[src/rtl/fetch_stage.sv]
// Stage-0 instruction fetch for the rv64 in-order core: PC owner, single-outstanding imem requests.
// Define FETCH_BYPASS_EN to forward a response straight to decode in WAIT, skipping HOLD.
module fetch_stage #(
  parameter int unsigned      WIDTH      = 64,
  parameter int unsigned      INSTR_SIZE = 32,
  parameter logic [WIDTH-1:0] RESET_PC   = 64'h0000_0000_8000_0000
) (
  input  logic                  clk,
  input  logic                  rst,
  input  logic                  redirect_valid,
  input  logic [WIDTH-1:0]      redirect_pc,
  output logic                  imem_req_valid,
  output logic [WIDTH-1:0]      imem_req_addr,
  input  logic                  imem_req_ready,
  input  logic                  imem_resp_valid,
  input  logic [INSTR_SIZE-1:0] imem_resp_data,
  output logic                  fetch_to_regD_valid,
  input  logic                  regD_allow_in,
  output logic [WIDTH-1:0]      fetch_pc,
  output logic [INSTR_SIZE-1:0] fetch_instr
);

  localparam logic [1:0] StReq  = 2'd0;
  localparam logic [1:0] StWait = 2'd1;
  localparam logic [1:0] StHold = 2'd2;
  localparam logic [1:0] StDrop = 2'd3;

  logic [1:0]            state_q, state_d;
  logic [WIDTH-1:0]      pc_q, pc_d;
  logic [WIDTH-1:0]      fetch_pc_q, fetch_pc_d;
  logic [INSTR_SIZE-1:0] fetch_instr_q, fetch_instr_d;
  logic [WIDTH-1:0]      pc_inc;
  logic                  bypass;

  assign pc_inc = pc_q + WIDTH'(4);

`ifdef FETCH_BYPASS_EN
  assign bypass = (state_q == StWait) && imem_resp_valid && regD_allow_in && !redirect_valid;
`else
  assign bypass = 1'b0;
`endif

  // A redirect suppresses both the request and the decode handshake in its own cycle.
  assign imem_req_valid      = (state_q == StReq) && !redirect_valid;
  assign imem_req_addr       = pc_q;
  assign fetch_to_regD_valid = ((state_q == StHold) && !redirect_valid) || bypass;
  assign fetch_pc            = bypass ? pc_q : fetch_pc_q;
  assign fetch_instr         = bypass ? imem_resp_data : fetch_instr_q;

  always_comb begin
    state_d       = state_q;
    pc_d          = pc_q;
    fetch_pc_d    = fetch_pc_q;
    fetch_instr_d = fetch_instr_q;
    case (state_q)
      StReq: begin
        if (redirect_valid) begin
          pc_d = redirect_pc;
        end else if (imem_req_ready) begin
          state_d = StWait;
        end
      end
      StWait: begin
        if (redirect_valid) begin
          pc_d    = redirect_pc;
          state_d = imem_resp_valid ? StReq : StDrop;
        end else if (imem_resp_valid) begin
          fetch_pc_d    = pc_q;
          fetch_instr_d = imem_resp_data;
          if (bypass) begin
            pc_d    = pc_inc;
            state_d = StReq;
          end else begin
            state_d = StHold;
          end
        end
      end
      StHold: begin
        if (redirect_valid) begin
          pc_d    = redirect_pc;
          state_d = StReq;
        end else if (regD_allow_in) begin
          pc_d    = pc_inc;
          state_d = StReq;
        end
      end
      StDrop: begin
        // Wrong-path response still owed by memory; swallow it before issuing again.
        if (redirect_valid) begin
          pc_d = redirect_pc;
        end
        if (imem_resp_valid) begin
          state_d = StReq;
        end
      end
      default: state_d = StReq;
    endcase
  end

  always_ff @(posedge clk) begin
    if (rst) begin
      state_q       <= StReq;
      pc_q          <= RESET_PC;
      fetch_pc_q    <= '0;
      fetch_instr_q <= '0;
    end else begin
      state_q       <= state_d;
      pc_q          <= pc_d;
      fetch_pc_q    <= fetch_pc_d;
      fetch_instr_q <= fetch_instr_d;
    end
  end

endmodule

[config.mk]
export PLATFORM = sky130hd
export DESIGN_NAME = fetch_stage
export DESIGN_NICKNAME = d
export VERILOG_FILES = /design/src/rtl/fetch_stage.sv
export SDC_FILE = /design/constraint.sdc
export NUM_CORES = 1
export LEC_CHECK = 0
export ABC_AREA = 1
export ABC_CLOCK_PERIOD_IN_PS = 1850
export CORE_MARGIN = 4
export CORE_UTILIZATION = 25
export CTS_BUF_LIST = sky130_fd_sc_hd__clkbuf_2 sky130_fd_sc_hd__clkbuf_4 sky130_fd_sc_hd__clkbuf_8
export CTS_CLUSTER_DIAMETER = 40
export CTS_CLUSTER_SIZE = 14
export DETAILED_ROUTE_END_ITERATION = 6
export PLACE_DENSITY_LB_ADDON = 0.3
export SYNTH_ARGS = -nofsm -noshare
export SYNTH_HDL_FRONTEND = slang
export SYNTH_SLANG_ARGS = --single-unit
[constraint.sdc]
create_clock -name clk -period 1.85 [get_ports clk]
set_clock_uncertainty 0.2 [all_clocks]
set_input_delay 0.185 -clock clk [delete_from_list [all_inputs] [get_ports clk]]
set_output_delay 0.185 -clock clk [all_outputs]
set_load 0.02 [all_outputs]
==> impl_metrics.yaml, run 1 <==
outcome:
  status: "finished with violations"
  violations: "setup timing"
pwr:
  p_leak_nw: 6.66
  ir_worst_vdd_uv: 457
  power_density_nw_per_um2: 818
clock_network:
  cts_buffer_depth: 2
  cts_max_level: 4
  cts_tree: "built"
  cts_buffers: 17
  clk_pin_slew_worst_paths_ns: 0.11
  cts_root_buf: "clkbuf_8"
  clk_latency_ns: 0.49
  numClockSinks: 162
critical_path:
  cp.required_ns: 2.00
  cp_max_fo: 4
  setup.worst_path.end_class: "flip-flop"
  r2r_start: "imem_req_addr[3]"
  worstSetupPathType: "flip-flop to flip-flop"
  crit_start: "imem_req_addr[3]"
  startpoint_type: "flip-flop"
  critPathArrivalTime_ns: 2.05
global_route:
  grt_pass1_vias: 9981
  grt_pass1_wl_um: 56900
  antenna_found_initial: 2
  grt.total_usage: 0.201
  grt_max_degree: 69
  overflow: 0
place:
  numPortBuffers: 263
  placedCellCount: 2136
  place_area_um2: 12900
  dp_slack_ns: -0.192
  gp_congestion: 0.935
  dp_hpwl_um: 29700
finish:
  stdcell_count: 2201
  drive_gt1_frac: 0.283
  antenna_cells: 0
  final_cell_area_um2: 14300
  syn2layout_area_growth_pct: 69.5
  nNetsFinal: 1849
synth:
  ys.flop_type: "dfxtp_1"
  synth_top_area_share: 0.385
  ys_warn_count: 0
  synth_top_family_by_area: "simple AND/OR/NAND/NOR gates"
  syn_nets: 1410
  synthAdderAreaFrac: 0.00148
  synth_area_leader_cell: "dfxtp_1"
  yosys.area_share.simple: 0.344
  synth_xor_area_frac: 0.00312
  ys_async_sr_fraction: 0
  synth_commonest_cells: "nor2_1 (289), nand2_1 (244), dfxtp_1 (162)"
  seq_area_frac_synth: 0.385
  muxShareOfSynthArea: 0
  ys_types: 41
  avgSynthCellArea_um2: 6.45
  synth_area_leaders: "dfxtp_1 (38%), nor2_1 (13%), nand2_1 (11%)"
  synth_compound_area_frac: 0.182
  synth.most_common_cell: "nor2_1"
  synth_area_um2: 8430
  synth_edf_count: 0
  synth_cells: 1307
  ys_ff_latch: 162
sta:
  tightest_slew_ns: 0.448
  period_minus_slack_ns: 1.89
  grt_setup_unrepaired: "yes"
  period_share: 1.02
  whs_ns: 0.0698
  relSlewSlack: 0.701
  hold_violations: 0
  final_max_slew_viol_count: 0
  fin_ws_ns: -0.0448
  fmaxAchievable_mhz: 528
  setup_viol: 8
floorplan:
  io_pins: 264
  design.core.area_um2: 32900
  initial_core_util: 0.256
  rows: 66
  fp.dieH_um: 192
  die-area_um2: 36700
  chipWidth_um: 192
routing:
  initialDrtViolationCount: 623
  route.detailed.drc: 0
  wire_per_inst_um: 18.2
  drtAntennaViolNets: 0
  dr_total_vias: 10431
  avgViaCountPerCell: 4.74
  firstDrtPassIters: 5
  wirelength_um: 40100
flow_run:
  max_cap_viol_count: 0
worst_hold_path:
  min_from: "imem_resp_data[26]"
  hold_path.class: "input port to flip-flop"
## per-layer routing
| layer | routed length, µm | vias to the layer above | GRT usage |
|---|---|---|---|
| met5 | 22 | - | 0 |
| met1 | 16600 | 4886 | 0.252 |
| met3 | 3280 | 53 | 0.0620 |
| li1 | - | 5142 | - |
| met2 | 19200 | 346 | 0.331 |
| met4 | 994 | 4 | 0.0635 |
## where the power goes
part           switching [mW]  internal (mW)  total, mW
registers               0.383           4.03       4.41
logic                    2.64           1.91       4.54
clock network            1.60           1.13       2.73
total                    4.63           7.06       11.7
## cell usage in the layout (no fill, tap or decap), types with 5 or more instances in the layout
cell / count
nor2_1: 226
nand2_1: 202
buf_4: 189
dlygate4sd2_1: 144
o21ai_0: 127
dfxtp_1: 117
clkdlybuf4s50_1: 103
a21oi_1: 97
inv_1: 94
nand3_1: 66
nor2_2: 48
nand2_2: 40
dfxtp_2: 37
nor2_4: 33
o21ai_1: 19
clkbuf_8: 17
buf_6: 15
inv_2: 14
nand4_1: 14
buf_12: 14
nand2_4: 13
o221ai_1: 12
dlymetal6s2s_1: 12
nand3_2: 10
dfxtp_4: 8
o211ai_1: 7
a21oi_2: 6
nor3_1: 6
nor3_2: 6
inv_6: 6
clkbuf_16: 5
## state kept, by name, summed over array words and instances (netlist names)
register,flops
fetch_instr,32
fetch_pc,64
imem_req_addr,64
state_q,2
## critical path: stages, from the launching register on
cell	delay, ns
dfxtp_2	0.37
ha_4	0.15
nand2_4	0.07
nor2_4	0.20
buf_6	0.15
inv_4	0.04
nor2_4	0.12
nand2_4	0.10
o21ai_2	0.14
nand3_2	0.09
nand2_2	0.08
a21oi_2	0.05
## cell type report
cell class | instances | area (µm²)
Timing Repair Buffer | 485 | 4480
Clock buffer | 18 | 241
Inverter | 112 | 434
Tap cell | 442 | 553
Multi-Input combinational cell | 968 | 5110
Fill cell | 3479 | 18600
Clock inverter | 14 | 144
Sequential cell | 162 | 3320
## metrics by stage
step	power, mW	utilization	setup TNS (ns)
after floorplan	6.47	-	0
after global placement	8.85	0.392	-9.58
after detailed placement	8.90	0.392	-13.11
after CTS	11.4	0.405	-0.0135
after global routing	12.3	0.435	-3.47
final	11.7	0.435	-0.119
## cells by family (layout without fill, tap and decap cells)
kind of cell,count (synthesis),count (layout)
AO/OA/AOI/OAI,286,286
adder cells (fa/ha/maj),1,1
buffers and inverters,177,629
AND/OR/NAND/NOR,678,678
flip-flops,162,162
XOR/XNOR,3,3
## path summary, 6_finish.rpt
path,to,cells after the start,slack [ns]
setup / recovery,imem_req_addr[62],11,-0.04
hold / removal,fetch_instr[26],3,0.07
setup reg to reg,imem_req_addr[62],11,-0.04
hold reg to reg,fetch_pc[1],2,0.27
## timing repair
action | 4_1_cts | 5_1_grt
resized for setup | 226 | 214
gates cloned | 0 | 8
buffers inserted | 4 | 21
pin swaps | 18 | 50
hold buffers | 0 | 0
setup endpoints to repair | 187 | 106
hold endpoints to repair | 0 | 0
Power figures use the tool's default switching activity.
==> run 2, diff against run 1 <==
--- a/config.mk
+++ b/config.mk
@@ -6,7 +6,6 @@
 export NUM_CORES = 1
 export LEC_CHECK = 0
 export ABC_AREA = 1
-export ABC_CLOCK_PERIOD_IN_PS = 1850
 export CORE_MARGIN = 4
 export CORE_UTILIZATION = 25
 export CTS_BUF_LIST = sky130_fd_sc_hd__clkbuf_2 sky130_fd_sc_hd__clkbuf_4 sky130_fd_sc_hd__clkbuf_8
==> results of run 2 <==
Same layout as run 1: the final DEF is identical, and so are final timing and power.
==> run 3, diff against run 2 <==
--- a/config.mk
+++ b/config.mk
@@ -6,10 +6,10 @@
 export NUM_CORES = 1
 export LEC_CHECK = 0
 export ABC_AREA = 1
+export ABC_CLOCK_PERIOD_IN_PS = 1850
 export CORE_MARGIN = 4
 export CORE_UTILIZATION = 25
 export CTS_BUF_LIST = sky130_fd_sc_hd__clkbuf_2 sky130_fd_sc_hd__clkbuf_4 sky130_fd_sc_hd__clkbuf_8
-export CTS_CLUSTER_DIAMETER = 40
 export CTS_CLUSTER_SIZE = 14
 export DETAILED_ROUTE_END_ITERATION = 6
 export PLACE_DENSITY_LB_ADDON = 0.3
==> results of run 3 <==
Same layout as run 1: the final DEF is identical, and so are final timing and power.
